<file path="src/rtl/if_id_queue_pkg.sv">
// Shared CPU defines: pipeline exception record, IF/ID queue entry and queue defaults.
// Imported by the IF/ID instruction queue and by anything that produces or consumes its entries.
// Pure type/constant package; holds no logic.
package if_id_queue_pkg;

  // Exceptions detected so far for one instruction travelling down the pipe
  typedef struct packed {
    logic interrupt;
    logic fetch_addr_err;
    logic decode_err;
    logic overflow;
    logic syscall;
    logic brk;
    logic eret;
    logic wr_addr_err;
    logic rd_addr_err;
  } ExceptinPipeType;

  // One queued instruction as handed from IF to ID
  typedef struct packed {
    logic [31:0]     instr;
    logic [31:0]     pc;
    ExceptinPipeType except;
  } iq_entry_t;

  localparam int IQ_DEPTH   = 8;
  localparam int IQ_FETCH_W = 2;

endpackage

</file>
<file path="src/rtl/if_id_queue.sv">
// Purpose: circular instruction queue decoupling IF (up to FETCH_W per cycle) from ID (one per cycle).
// Latency: an entry pushed in cycle N is at the head in cycle N+1; head outputs are muxed from registers.
// Backpressure: IF_Ready drops when fewer than FETCH_W slots are free; offered groups are then ignored.
module if_id_queue
  import if_id_queue_pkg::*;
#(
  parameter int DEPTH   = IQ_DEPTH,
  parameter int FETCH_W = IQ_FETCH_W
) (
  input  logic                    clk,
  input  logic                    rst,
  input  logic                    ID_Flush,
  input  logic                    ID_Wr,
  input  logic [FETCH_W-1:0]      IF_Valid,
  input  logic [32*FETCH_W-1:0]   IF_Instr,
  input  logic [32*FETCH_W-1:0]   IF_PC,
  input  ExceptinPipeType         IF_ExceptType [FETCH_W],
  output logic                    IF_Ready,
  output logic                    ID_Valid,
  output logic [31:0]             ID_Instr,
  output logic [31:0]             ID_PC,
  output logic [15:0]             ID_Imm16,
  output logic [4:0]              ID_rs,
  output logic [4:0]              ID_rt,
  output logic [4:0]              ID_rd,
  output ExceptinPipeType         ID_ExceptType,
  output logic [$clog2(DEPTH):0]  IQ_Count
);

  localparam int PW = $clog2(DEPTH);
  localparam int CW = PW + 1;
  localparam logic [CW-1:0] READY_MAX = CW'(DEPTH - FETCH_W);

  iq_entry_t       mem [DEPTH];
  logic [PW-1:0]   head;
  logic [PW-1:0]   tail;
  logic [CW-1:0]   count;
  logic [CW-1:0]   push_n;
  logic            pop;
  iq_entry_t       head_e;

  // Ready looks only at the registered count, so a same-cycle pop never opens room.
  assign IF_Ready = (count <= READY_MAX);
  assign ID_Valid = (count != '0);
  assign pop      = ID_Wr && ID_Valid;
  assign IQ_Count = count;
  assign head_e   = mem[head];

  // Number of slots accepted this cycle; valid bits are contiguous from slot 0, so a popcount suffices.
  always_comb begin
    push_n = '0;
    if (IF_Ready && !ID_Flush) begin
      for (int k = 0; k < FETCH_W; k++) begin
        if (IF_Valid[k]) push_n = push_n + CW'(1);
      end
    end
  end

  // Entry storage: write accepted slots in order from the tail; never cleared, the count decides validity.
  always_ff @(posedge clk) begin
    if (rst && !ID_Flush && IF_Ready) begin
      for (int k = 0; k < FETCH_W; k++) begin
        if (IF_Valid[k]) begin
          mem[tail + PW'(k)] <= '{instr:  IF_Instr[32*k +: 32],
                                  pc:     IF_PC[32*k +: 32],
                                  except: IF_ExceptType[k]};
        end
      end
    end
  end

  // Pointers and occupancy; reset beats flush, flush beats push and pop.
  always_ff @(posedge clk) begin
    if (!rst || ID_Flush) begin
      head  <= '0;
      tail  <= '0;
      count <= '0;
    end else begin
      tail  <= tail + push_n[PW-1:0];
      if (pop) head <= head + PW'(1);
      count <= count + push_n - CW'(pop);
    end
  end

  // Head presentation: zeros when empty so ID decodes a NOP.
  always_comb begin
    ID_Instr      = '0;
    ID_PC         = '0;
    ID_ExceptType = '0;
    if (ID_Valid) begin
      ID_Instr      = head_e.instr;
      ID_PC         = head_e.pc;
      ID_ExceptType = head_e.except;
    end
  end

  // Decode fields are sliced from the stored word rather than kept as separate state.
  assign ID_Imm16 = ID_Instr[15:0];
  assign ID_rs    = ID_Instr[25:21];
  assign ID_rt    = ID_Instr[20:16];
  assign ID_rd    = ID_Instr[15:11];

endmodule

</file>
<file path="config.mk">
export PLATFORM = sky130hd
export DESIGN_NAME = if_id_queue
export DESIGN_NICKNAME = d
export VERILOG_FILES = /design/src/rtl/if_id_queue_pkg.sv /design/src/rtl/if_id_queue.sv
export SDC_FILE = /design/constraint.sdc
export NUM_CORES = 1
export LEC_CHECK = 0
export CORE_MARGIN = 2
export CORE_UTILIZATION = 50
export CTS_CLUSTER_DIAMETER = 80
export DETAILED_ROUTE_END_ITERATION = 6
export PLACE_DENSITY = 0.7
export REMOVE_ABC_BUFFERS = 1
export SYNTH_ARGS = -nofsm -noshare
export SYNTH_HDL_FRONTEND = slang
export SYNTH_SLANG_ARGS = --single-unit
</file>
<file path="constraint.sdc">
create_clock -name clk -period 11.25 [get_ports clk]
set_input_delay 3.375 -clock clk [delete_from_list [all_inputs] [get_ports clk]]
set_output_delay 3.375 -clock clk [all_outputs]
set_load 0.005 [all_outputs]
</file>
Yosys cells after proc, flatten, opt, wreduce, memory -nomap -nowiden --
Memories as Yosys holds them, arrays and structs flattened. A register that Yosys moved wholly into a read port is not among the register bits. Index checks and enable logic that the tools add are counted.
Word-level totals: bits in registers 10, bits in latches 0, bits in writable memories 584, memory bits (read-only) 0, bits of input ports 152, output and inout port bits 110, word-level logic and storage cells 34, memories 1
Memory list:
- mem | depth 8, width 73, read ports 1, clocked after memory_dff 1, write ports 2, line if_id_queue.sv:34 | iq_entry_t mem [DEPTH];
Operators by class: $add $sub $neg 6, $mul 0, div/mod/pow operators 0, order comparisons 1, eq/ne operators 0, shift operators 0, mux-type cells 15, bitwise operators 0, reduce and logical (&&, ||, !) cells 8
Operator list (number):
- $mux W32 | 2
- $mux W4 | 3
- $mux W9 | 1
- $mux W1 | 7
- $add A3 B1 Y3 const B | 2
- $mux W3 | 2
- $add A4 B1 Y4 const B | 1
- $add A4 B4 Y4 | 1
- $le A4 B3 Y1 const B | 1
- $logic_and A1 B1 Y1 | 4
- $reduce_bool A4 Y1 | 1
- $sub A4 B1 Y4 | 1
- $add A3 B3 Y3 | 1
- $logic_not A1 Y1 | 2
- $logic_or A1 B1 Y1 | 1

Longest topological paths before layout --
Gate-level depths: netlist (run 1).
depth in word-level cells 8, depth in mapped cells 13

Worst setup path before layout (run 1) --
OpenSTA, ideal clock, no wires.
kind in2reg, start input IF_Valid[0], end memory mem[0][0] (netlist bit) (enable), library setup time 0.613 ns, arrival 9.145 ns, data required time 10.637 ns, path slack 1.493 ns, stages on the path 4, cells stage by stage inv_1 o32ai_1 nor2_1 a211oi_1
RTL lines:
- from (decl) | line if_id_queue.sv:14 | input logic [FETCH_W-1:0] IF_Valid,
- to (decl) | line if_id_queue.sv:34

==> results of run 1 <==
==> through the flow <==
step / power [mW] / TNS (ns) / std cells / worst slack [ns]
2_1_floorplan: 3.07 / -286.28 / 1879 / -2.78
3_3_place_gp: 3.79 / 0 / 2965 / 4.25
3_5_place_dp: 3.81 / 0 / 2965 / 4.14
4_1_cts: 5.89 / 0 / 3080 / 3.82
5_1_grt: 6.05 / 0 / 3080 / 3.67
6_report: 5.85 / 0 / 3081 / 3.84
==> synth_stat cells, types with 4 or more instances <==
cell / number / area, um^2
clkbuf_1: 58 / 218
mux2_1: 35 / 394
buf_4: 32 / 240
and2_1: 5 / 31.3
buf_1: 6 / 22.5
dfxtp_1: 13 / 260
buf_2: 43 / 215
nand2_1: 9 / 33.8
a22oi_1: 73 / 548
mux2_2: 549 / 6180
inv_1: 11 / 41.3
ha_1: 11 / 138
nor3_4: 4 / 65.1
buf_6: 35 / 394
a21oi_1: 78 / 390
nor2_1: 23 / 86.3
edfxtp_1: 584 / 17500
nand3_2: 4 / 40.0
mux2i_1: 220 / 2200
and3_1: 73 / 457
a211oi_1: 75 / 563
o21ai_0: 4 / 20.0
nor2b_1: 76 / 475
nand2b_1: 4 / 25.0
==> routing by layer <==
metal / wire (um) / up-vias / global-route usage [%]
met2: 39100 / 552 / 41.3
met3: 4800 / 126 / 4.49
met5: 136 / - / 0
li1: - / 8408 / -
met4: 1520 / 22 / 6.76
met1: 34900 / 9661 / 34.2
==> worst paths after layout <==
| check | cells after the start | slack [ns] | end |
|---|---|---|---|
| setup reg to reg | 7 | 6.91 | mem[6][47] |
| hold / removal | 2 | 0.55 | head[2] |
| setup / recovery | 6 | 3.84 | ID_PC[21] |
| hold reg to reg | 2 | 0.55 | head[2] |
==> final cells by class <==
type	instances	share of cell area, %
sequential	597	49.7
timing repair buffer	296	8.06
tap	790	2.76
clock buffer	85	5.11
inverter	12	0.126
multi-input combinational	1270	33.6
clock inverter	30	0.597
antenna	1	0.00699
==> flip-flops by register name, indices dropped and copies added, names as in the netlist, named ones only <==
| name | count |
|---|---|
| mem | 584 |
| IQ_Count | 4 |
| head | 3 |
| tail | 3 |
==> worst max-delay path, delay by kind of cell (launching register included) <==
| kind | cells | cell delay [ns] |
|---|---|---|
| multiplexers | 1 | 0.15 |
| AND/OR/NAND/NOR | 1 | 0.23 |
| AO/OA/AOI/OAI | 1 | 0.21 |
| flip-flops | 1 | 0.87 |
| buffers and inverters | 3 | 1.91 |
==> power breakdown <==
group	internal, mW	leakage, nW	switching [mW]
sequential	2.50	5.38	0.0173
clock	1.21	0.995	0.871
combinational	0.642	5.00	0.603
==> cell usage in the layout, fill, tap and decap left out, types with 3 or more instances in the layout <==
master           synthesis  routed
nand3_4                  0       4
o21ai_0                  4       4
clkbuf_1                58      14
edfxtp_1               584     584
a21oi_1                 78      78
clkinv_1                 1      17
and3_1                  73      73
inv_1                   11      11
clkbuf_16                0      71
mux2i_1                220     220
nor2b_1                 76      74
a22oi_1                 73      73
and2_1                   5       4
nand2b_1                 4       4
ha_1                    11      11
nand3_1                  3       3
clkinv_2                 0       8
bufinv_16                0       3
clkdlybuf4s50_1          0     261
buf_4                   32      34
mux2_2                 549     549
nand2_1                  9       9
mux2_1                  35      35
nor3_4                   4       4
a211oi_1                75      73
xor2_1                   3       3
nor2_4                   0       6
nor2_1                  23      17
dfxtp_1                 13      12
==> cells by family after synthesis <==
logic type	count (synthesis)	share of synthesized area, %
multiplexers	805	28.5
adder cells (fa/ha/maj)	13	0.576
flip-flops	597	57.7
AND/OR/NAND/NOR	210	4.21
AO/OA/AOI/OAI	235	5.06
buffers and inverters	186	3.68
XOR/XNOR	7	0.284
==> reports/results.env, run 1 <==
TIMING.CRITICAL_PATH.ARRIVAL_NS=4.03
DIE_AREA_UM2=63700
DRT.ANTENNA.VIOLATING_NETS=0
FLOORPLAN_CORE_AREA_UM2=61400
GP_CONGESTION=0.741
FLOORPLAN.DIE.WIDTH_UM=252
WORSTHOLDSTART='head[2]'
CPMOSTUSEDCELL='buf_4'
WORSTPATHCELLLIST='buf_4 > buf_4 > mux2i_1 > a22oi_1 > and3_1 > clkdlybuf4s50_1'
GRT_OVERFLOW=0
SYNTH.DISTINCT_CELLS=43
POST_CTS_BUFFERS=0
CLK-INSERTION-DELAY-LATE_NS=0.62
CTS-BUFFERS-INSERTED=67
SYN_TO_FINAL_GROWTH_PCT=16.1
CRITPATHSLOWESTCELL='dfxtp_4'
PERIOD_NEEDED_NS=7.41
CTS_ROOT_BUFFER='clkbuf_16'
DP_HPWL_UM=43000
SYN_AREA_UM2=30900
WORST_SETUP_HOLD_PATH_CLK_SLEW_NS=0.05
FINALSETUPVIOLCOUNT=0
INITIAL_CORE_UTIL_PCT=50.3
CTSHOLDBUFFERS=0
MULTI_INPUT_AREA_UM2=12000
MAX_SLEW.WORST_PIN.SLEW_NS=1.23
DRT_FIRST_ITER_VIOLATIONS=1409
WIRELENGTH_UM=80400
WORST_CLOCK_SKEW_NS=0.0313
POSTLAYOUTCELLAREA_UM2=35800
POWER_DENSITY_nW_PER_UM2=163
SEQUENTIAL_SHARE_OF_THE_SYNTHESIZED_AREA_PCT=57.7
CELL_ROWS=91
REQUIRED_NS=7.88
GRT_ANTENNA_BEFORE_REPAIR=13
NNETSFINAL=2409
CRIT_PATH_MAX_INCR_DELAY_NS=0.87
PLACED_CELL_AREA_UM2=33800
POWER.LEAKAGE_nW=11.4
PIN_COUNT=262
DRIVE_ABOVE_1_SHARE_PCT=30.3
PATH_MAX_FANOUT=59
POST_CTS_RESIZE_COUNT=0
CTS_MAX_LEVEL=3
WORST_R2R_STARTPOINT='tail[0]'
GRT.TOTAL_USAGE_PCT=25.0
SYNTH-EDFF-COUNT=584
FINAL_CORE_UTIL_PCT=58.3
SYNTH_CELLS=2053
TIMING.CRITICAL_PATH.FROM_TYPE='flip-flop'
LAYOUT_WORST_PATH_CYCLE_SHARE_PCT=65.8
TIMING.HOLD.WS_NS=0.548
FINALHOLDVIOLCOUNT=0
SYNTH.YOSYS.WARNINGS=0
VIAS=18800
FIRST_PASS_GRT_WIRE_LENGTH_UM=119000
FINAL_MAX_SLEW_VIOLATION_COUNT=0
CTS_TREE='done'
YS_ASYNC_SR_FRACTION_PCT=0
N_FILL_CELL=4724
HOLD_PATH_CLASS='flip-flop to flip-flop'
POSTSYNTHAREAPERCELL_UM2=15.0
WORST_IR_DROP_VDD_V=0.000174
DETAIL_ROUTE.DRC_VIOLATIONS=0
CTS_SINKS=597
SYNTH_FLOP_CELL='edfxtp_1'
SEQCELLAREA_UM2=17800
STATUS='finished, final reports clean'
DIE_H_UM=252
MAX_FREQ_GHz=0.135
DRV_CAP=0
TIMING.SETUP.CRITICAL_PATH_CLASS='flip-flop to output pin'
GRT_MAX_DEGREE=143
END_KIND='output pin'
DETAILEDROUTE.FIRSTPASSITERATIONCOUNT=5
SETUP_REPAIR_AFTER_GLOBAL_ROUTING_MISSED_ITS_MARGIN='false'
IO_BUFFERS=261
TIMING.SLEW.HEADROOM_PCT=17.9
YS_SEQ_ELEMENTS=597
WL_PER_CELL_UM=26.1
DETAIL_ROUTE.VIAS_PER_CELL=6.09
CTS_MAX_PATH_BUFFERS=3
FIRST_GLOBAL_VIAS=19100
No activity file was read; power rests on OpenSTA's default activity.
==> inputs of run 2 (changes only) <==
==> constraint.sdc (replaced) <==
create_clock -name clk -period 7.1 [get_ports clk]
set_input_delay 2.13 -clock clk [delete_from_list [all_inputs] [get_ports clk]]
set_output_delay 2.13 -clock clk [all_outputs]
set_load 0.005 [all_outputs]
==> run 2 against run 1 <==
Combinational power is 61% higher. Hold slack worse by 0.0051 ns. Core utilization is 0.19 points higher. First-iteration DRC count is 22% higher. Sequential cell count stayed put. Cell area is 0.32% higher. Worst setup slack worse by 2.3 ns. Non-clock buffer count is 6 higher. Largest power group unchanged. Highest routed layer unchanged.
==> reports/results.env, run 2 (synthesized netlist as in run 1, its figures left out) <==
POST_CTS_BUFFERS=0  # unchanged
PATH_MAX_FANOUT=52  # was 59
DRV_CAP=0  # unchanged
LAYOUT_WORST_PATH_CYCLE_SHARE_PCT=77.9
INITIAL_CORE_UTIL_PCT=50.3  # unchanged
WORST_R2R_STARTPOINT='IQ_Count[3]'  # was tail[0]
GRT.TOTAL_USAGE_PCT=25.5  # was 25.0%
GRT_MAX_DEGREE=131  # was 143
R2R_SETUP_SLACK_NS=3.53  # was 6.91 ns
REG2REG_TO='mem[4][59]'  # was mem[6][47]
FIRST_GLOBAL_VIAS=19300  # was 19,100
GRTUSAGEMET3_PCT=4.34  # was 4.49%
CLK-INSERTION-DELAY-LATE_NS=0.59  # was 0.62 ns
FINALSETUPVIOLCOUNT=0  # unchanged
GP_CONGESTION=0.788  # was 0.741
DETAILEDROUTE.FIRSTPASSITERATIONCOUNT=5  # unchanged
WORST_IR_DROP_VDD_V=0.000653  # was 0.000174 V
TIMING.SETUP.CRITICAL_PATH_CLASS='flip-flop to output pin'  # unchanged
R2R.WORST_PATH.CELLS=8  # was 7
CELL_ROWS=91  # unchanged
END_KIND='output pin'  # unchanged
POWER_DENSITY_nW_PER_UM2=258  # was 163 nW/um^2
WORSTPATHCELLLIST='inv_1 > ha_1 > or3b_4 > buf_4 > and3_1 > clkdlybuf4s50_1'  # was buf_4 > buf_4 > mux2i_1 > a22oi_1 > and3_1 > clkdlybuf4s50_1
CRITPATHSLOWESTCELL='or3b_4'  # was dfxtp_4
CTS-BUFFERS-INSERTED=68  # was 67
DRT.ANTENNA.VIOLATING_NETS=0  # unchanged
CTS_ROOT_BUFFER='clkbuf_16'  # unchanged
POWER.LEAKAGE_nW=11.4  # about the same
GR-USAGE-MET2_PCT=41.6  # was 41.3%
MAX_SLEW.WORST_PIN.SLEW_NS=1.11  # was 1.23 ns
GRT_OVERFLOW=0  # unchanged
STATUS='finished, final reports clean'  # unchanged
HOLD_PATH_DEPTH=2  # unchanged
VIAS=18900  # was 18,800
DRT_FIRST_ITER_VIOLATIONS=1724  # was 1,409
POST_CTS_RESIZE_COUNT=0  # unchanged
WORST_CLOCK_SKEW_NS=0.0179  # was 0.0313 ns
WIRELENGTH_UM=81700  # was 80,400 um
TIMING.SLEW.HEADROOM_PCT=25.9  # was 17.9%
LAYOUT_COMMON_CELLS='edfxtp_1 (584), mux2_2 (549), clkdlybuf4s50_1 (261), mux2i_1 (220), a21oi_1 (78)'  # unchanged
MET1_GRT_UTIL_PCT=35.1  # was 34.2%
TIMING.CRITICAL_PATH.ARRIVAL_NS=3.40  # was 4.03 ns
WL_PER_CELL_UM=26.4  # was 26.1 um
TIMING.CRITICAL_PATH.FROM_TYPE='flip-flop'  # unchanged
NNETSFINAL=2416  # was 2,409
SETUP_REPAIR_AFTER_GLOBAL_ROUTING_MISSED_ITS_MARGIN='false'  # unchanged
CTSHOLDBUFFERS=0  # unchanged
FIRST_PASS_GRT_WIRE_LENGTH_UM=121000  # was 119,000 um
FINAL_CORE_UTIL_PCT=58.5  # was 58.3%
SYN_TO_FINAL_GROWTH_PCT=16.4  # was 16.1%
FLOORPLAN_CORE_AREA_UM2=61400  # unchanged
DIE_AREA_UM2=63700  # unchanged
PIN_COUNT=262  # unchanged
GRT_ANTENNA_BEFORE_REPAIR=10  # was 13
DRIVE_ABOVE_1_SHARE_PCT=30.3  # about the same
DP_HPWL_UM=43800  # was 43,000 um
MAX_FLOP_REGISTER='mem'  # unchanged
CTS_SINKS=597  # unchanged
LARGEST_REG_FLOPS=584  # unchanged
DESIGN_POWER_TOTAL_mW=9.27  # was 5.85 mW
PERIOD_NEEDED_NS=5.53
CTS_MAX_LEVEL=3  # unchanged
WORSTHOLDSTART='head[1]'  # was head[2]
FINAL_COMMON_CELL='edfxtp_1'  # unchanged
MAX_FREQ_GHz=0.181
DETAIL_ROUTE.DRC_VIOLATIONS=0  # unchanged
FINALHOLDVIOLCOUNT=0  # unchanged
IO_BUFFERS=261  # unchanged
FINAL_MAX_SLEW_VIOLATION_COUNT=0  # unchanged
CTS_MAX_PATH_BUFFERS=3  # unchanged
DETAIL_ROUTE.VIAS_PER_CELL=6.10  # was 6.09
CTS_TREE='done'  # unchanged
REQUIRED_NS=4.97  # was 7.88 ns
WORST_SETUP_HOLD_PATH_CLK_SLEW_NS=0.06  # was 0.05 ns
FLOORPLAN.DIE.WIDTH_UM=252  # unchanged
DIE_H_UM=252  # unchanged
CRIT_PATH_MAX_INCR_DELAY_NS=0.85  # was 0.87 ns
GLOBALROUTE.BUSIESTLAYER='met2'  # unchanged
HOLD_PATH_CLASS='flip-flop to flip-flop'  # unchanged
[run 2: changes by cell type in the layout (fill, tap and decap cells not counted)]
| cell | previous run | this run |
|---|---|---|
| clkinv_2 | 8 | 5 |
| diode_2 | 1 | 3 |
| clkbuf_1 | 14 | 23 |
| buf_12 | 1 | 8 |
| bufinv_16 | 3 | 2 |
| clkinvlp_4 | 2 | 1 |
| buf_4 | 34 | 33 |
| clkinv_1 | 17 | 16 |
[run 2: layout make-up]
cell class	count	area, um^2
fill	4749	25400
sequential	597	17800
multi-input combinational	1270	12000
timing repair buffer	302	3020
clock buffer	94	1860
tap	790	988
clock inverter	24	158
inverter	12	45.0
antenna	3	7.51
[run 2: routing by layer]
| metal | part of all wire, % | vias up | wire length (um) |
|---|---|---|---|
| met5 | 0.11 | - | 92 |
| met4 | 2.1 | 14 | 1730 |
| met3 | 6.5 | 118 | 5330 |
| met2 | 48 | 656 | 39200 |
| met1 | 43 | 9630 | 35300 |
| li1 | - | 8448 | - |
[run 2: how the worst max path moves through the flow]
stage	startpoint	to	cells after the start
3_3_place_gp	IF_Valid[1]	mem[0][47]	6
5_1_grt	IQ_Count[2]	ID_rd[1]	6
6_report	IQ_Count[3]	ID_rd[1]	6
3_5_place_dp	IF_Valid[1]	mem[0][24]	6
2_1_floorplan	flip-flop	ID_Imm16[11]	3
4_1_cts	IQ_Count[2]	ID_rd[1]	6
[run 2: stage by stage]
step / instances / hold WS (ns) / area [um^2] / setup WS, ns / TNS [ns]
global placement: 2971 / 0.517 / 33900 / 1.77 / 0
finish: 3092 / 0.543 / 35900 / 1.57 / 0
CTS: 3089 / 0.538 / 35900 / 1.52 / 0
floorplan: 1879 / 0.485 / 29800 / -5.69 / -797.41
global route: 3090 / 0.573 / 35900 / 1.43 / 0
detailed placement: 2971 / 0.528 / 33900 / 1.74 / 0
[run 2: worst max-delay path, delay by kind of cell, from the launching register on]
kind	cells	cell delay, ns
flops	1	0.35
fa+ha+maj	1	0.17
buf+inv	3	1.10
simple gates	2	1.14
[run 2: power by group]
group	internal, mW	leakage, nW	total (mW)	switching (mW)
sequential	3.97	5.38	3.99	0.0255
combinational	1.03	5.05	2.01	0.982
clock	1.90	0.978	3.27	1.37
==> inputs of run 3 (changes only) <==
==> constraint.sdc (replaced) <==
create_clock -name clk -period 5.5 [get_ports clk]
set_input_delay 1.65 -clock clk [delete_from_list [all_inputs] [get_ports clk]]
set_output_delay 1.65 -clock clk [all_outputs]
set_load 0.005 [all_outputs]
==> run 3 against run 2 <==
Global-route usage about the same. Clock-buffer cell count shrank 2. First-iteration DRC count down 5.2%. Sequential power is 29% higher. Clock power up 33%. Clock skew is 0.0052 ns higher. Combinational power up 30%. Worst setup slack worse by 0.93 ns. Register-to-register slack worse by 1.3 ns. Highest routed layer unchanged.
==> reports/results.env, run 3 (synthesized netlist as in run 1, its figures left out) <==
STATUS='finished, final reports clean'  # unchanged
PLACEMENT.SETUP.WORST_SLACK_NS=1.07  # was 1.74 ns
CELL_ROWS=91  # unchanged
MAX_FLOP_REGISTER='mem'  # unchanged
IO_BUFFERS=261  # unchanged
TIMING.CRITICAL_PATH.ARRIVAL_NS=3.21  # was 3.40 ns
CRIT_PATH_MAX_INCR_DELAY_NS=0.86  # was 0.85 ns
FLOORPLAN_CORE_AREA_UM2=61400  # unchanged
FLOORPLAN.DIE.WIDTH_UM=252  # unchanged
TIMING.CRITICAL_PATH.FROM_TYPE='flip-flop'  # unchanged
WL_PER_CELL_UM=26.1  # was 26.4 um
HOLD_PATH_CLASS='flip-flop to flip-flop'  # unchanged
INITIAL_CORE_UTIL_PCT=50.3  # unchanged
GP_CONGESTION=0.758  # was 0.788
INTERNAL_POWER_mW=9.07  # was 6.89 mW
REG2REG_TO='mem[3][49]'  # was mem[4][59]
CLOCK_POWER_SHARE_PCT=36.0  # was 35.3%
FINAL_MAX_SLEW_VIOLATION_COUNT=0  # unchanged
DETAILEDROUTE.FIRSTPASSITERATIONCOUNT=6  # was 5
R2R.WORST_PATH.CELLS=8  # unchanged
MAX_FREQ_GHz=0.206
WORST_SETUP_HOLD_PATH_CLK_SLEW_NS=0.05  # was 0.06 ns
SEQPWRFRAC_PCT=42.5  # was 43.1%
POWER_SWITCHING_SHARE_PCT=25.2  # was 25.7%
CTS_SINKS=597  # unchanged
TIMING.FINAL.WS_SETUP_NS=0.643  # was 1.57 ns
CTSHOLDBUFFERS=0  # unchanged
WORST_CLOCK_SKEW_NS=0.0232  # was 0.0179 ns
TIMING.SLEW.HEADROOM_PCT=40.1  # was 25.9%
FINAL_CORE_UTIL_PCT=59.2  # was 58.5%
POST_CTS_RESIZE_COUNT=0  # unchanged
HOLD_PATH_DEPTH=2  # unchanged
DETAIL_ROUTE.DRC_VIOLATIONS=0  # unchanged
WORST_IR_DROP_VDD_V=0.000410  # was 0.000653 V
WORST_R2R_STARTPOINT='IQ_Count[3]'  # unchanged
CRITPATHTOPFAMILY='buffers and inverters'  # was simple AND/OR/NAND/NOR gates
GRT_OVERFLOW=0  # unchanged
LAYOUT_WORST_PATH_CYCLE_SHARE_PCT=88.3
GRT.TOTAL_USAGE_PCT=25.4  # was 25.5%
FINAL_COMMON_CELL='edfxtp_1'  # unchanged
TIMING.SETUP.CRITICAL_PATH_CLASS='flip-flop to output pin'  # unchanged
N_FILL_CELL=4724  # was 4,749
FIN_CELLS=3109  # was 3,092
END_KIND='output pin'  # unchanged
VIAS=18800  # was 18,900
PATH_MAX_FANOUT=42  # was 52
PIN_COUNT=262  # unchanged
PWR-SHARE-COMB_PCT=21.5  # was 21.7%
FIRST_GLOBAL_VIAS=19600  # was 19,300
DETAIL_ROUTE.VIAS_PER_CELL=6.03  # was 6.10
DRV_CAP=0  # unchanged
POWER.LEAKAGE_nW=11.6  # was 11.4 nW
DRT_FIRST_ITER_VIOLATIONS=1634  # was 1,724
TIMING.CRITICAL_PATH.BUF_INV=2  # was 3
WORSTPATHCELLLIST='buf_4 > mux2i_1 > a22oi_1 > and3_1 > clkdlybuf4s50_1'  # was inv_1 > ha_1 > or3b_4 > buf_4 > and3_1 > clkdlybuf4s50_1
FINALHOLDVIOLCOUNT=0  # unchanged
PERIOD_NEEDED_NS=4.86
CTS_MAX_LEVEL=3  # unchanged
SETUP_REPAIR_AFTER_GLOBAL_ROUTING_MISSED_ITS_MARGIN='false'  # unchanged
WIRELENGTH_UM=81100  # was 81,700 um
CLK-INSERTION-DELAY-LATE_NS=0.60  # was 0.59 ns
POWER_DENSITY_nW_PER_UM2=334  # was 258 nW/um^2
DRT.ANTENNA.VIOLATING_NETS=0  # unchanged
SYN_TO_FINAL_GROWTH_PCT=17.9  # was 16.4%
DP_CELL_COUNT=2984  # was 2,971
FIRST_PASS_GRT_WIRE_LENGTH_UM=121000  # about the same
POSTLAYOUTCELLAREA_UM2=36400  # was 35,900 um^2
CTS_TREE='done'  # unchanged
POWER.NET_SWITCHING_mW=3.06  # was 2.38 mW
DIE_H_UM=252  # unchanged
CRITPATHSLOWESTCELL='dfxtp_4'  # was or3b_4
DP_HPWL_UM=44400  # was 43,800 um
CTS_ROOT_BUFFER='clkbuf_16'  # unchanged
GRT_ANTENNA_BEFORE_REPAIR=13  # was 10
DRIVE_ABOVE_1_SHARE_PCT=30.8  # was 30.3%
DIE_AREA_UM2=63700  # unchanged
R2R_SETUP_SLACK_NS=2.18  # was 3.53 ns
CTS-BUFFERS-INSERTED=67  # was 68
SETUP_TNS_NS=0  # unchanged
FINALSETUPVIOLCOUNT=0  # unchanged
POST_CTS_BUFFERS=0  # unchanged
CTS_MAX_PATH_BUFFERS=3  # unchanged
LARGEST_REG_FLOPS=584  # unchanged
NNETSFINAL=2428  # was 2,416
LAYOUT_COMMON_CELLS='edfxtp_1 (584), mux2_2 (549), clkdlybuf4s50_1 (261), mux2i_1 (220), a21oi_1 (78)'  # unchanged
MAX_SLEW.WORST_PIN.SLEW_NS=0.896  # was 1.11 ns
REQUIRED_NS=3.85  # was 4.97 ns
WORSTHOLDSTART='head[1]'  # unchanged
PLACED_CELL_AREA_UM2=34200  # was 33,900 um^2
GRT_MAX_DEGREE=74  # was 131
## run 3: layer usage
layer | part of all wire (%) | wire length [um] | GRT usage [%]
met5 | 0.12 | 97 | 0
met4 | 2.3 | 1850 | 7.98
met2 | 49 | 39400 | 41.8
met3 | 6.3 | 5130 | 4.87
met1 | 43 | 34600 | 34.2
## run 3: worst reg2reg max path: stages (launching register included)
cell      delay (ns)
dfxtp_1         0.36
inv_1           0.07
ha_1            0.17
nand2_1         0.08
mux2_4          0.37
clkinv_1        0.25
nand2_1         0.49
nor2_4          0.88
buf_12          0.28
## run 3: cell type report
cell class | count | area [um^2] | share of cell area, %
antenna | 7 | 17.5 | 0.0482
clock buffer | 92 | 1860 | 5.10
clock inverter | 26 | 241 | 0.664
inverter | 12 | 45.0 | 0.124
multi-input combinational | 1270 | 12000 | 33.1
sequential | 597 | 17800 | 49.0
tap | 790 | 988 | 2.72
timing repair buffer | 315 | 3370 | 9.26
## run 3: worst max-delay path by stage
stage	endpoint	cells past startpoint	startpoint
5_1_grt	ID_Instr[29]	5	flip-flop
6_report	ID_PC[23]	5	flip-flop
3_3_place_gp	mem[3][49]	5	rst
2_1_floorplan	ID_Imm16[11]	3	flip-flop
3_5_place_dp	mem[3][10]	5	rst
4_1_cts	ID_PC[23]	5	flip-flop
## run 3: power groups by stage
stage	Sequential (mW)	Combinational, mW	Clock [mW]
final	5.15	2.61	4.36
after global routing	5.16	2.80	4.59
after CTS	5.15	2.63	4.43
after detailed placement	5.25	2.61	0
after global placement	5.25	2.58	0
after floorplan	5.27	1.01	0
## run 3: through the flow
stage                     hold slack [ns]  power, mW
final                               0.570       12.1
after global routing                0.575       12.6
after CTS                           0.557       12.2
after detailed placement            0.547       7.86
after global placement              0.508       7.83
after floorplan                     0.485       6.27
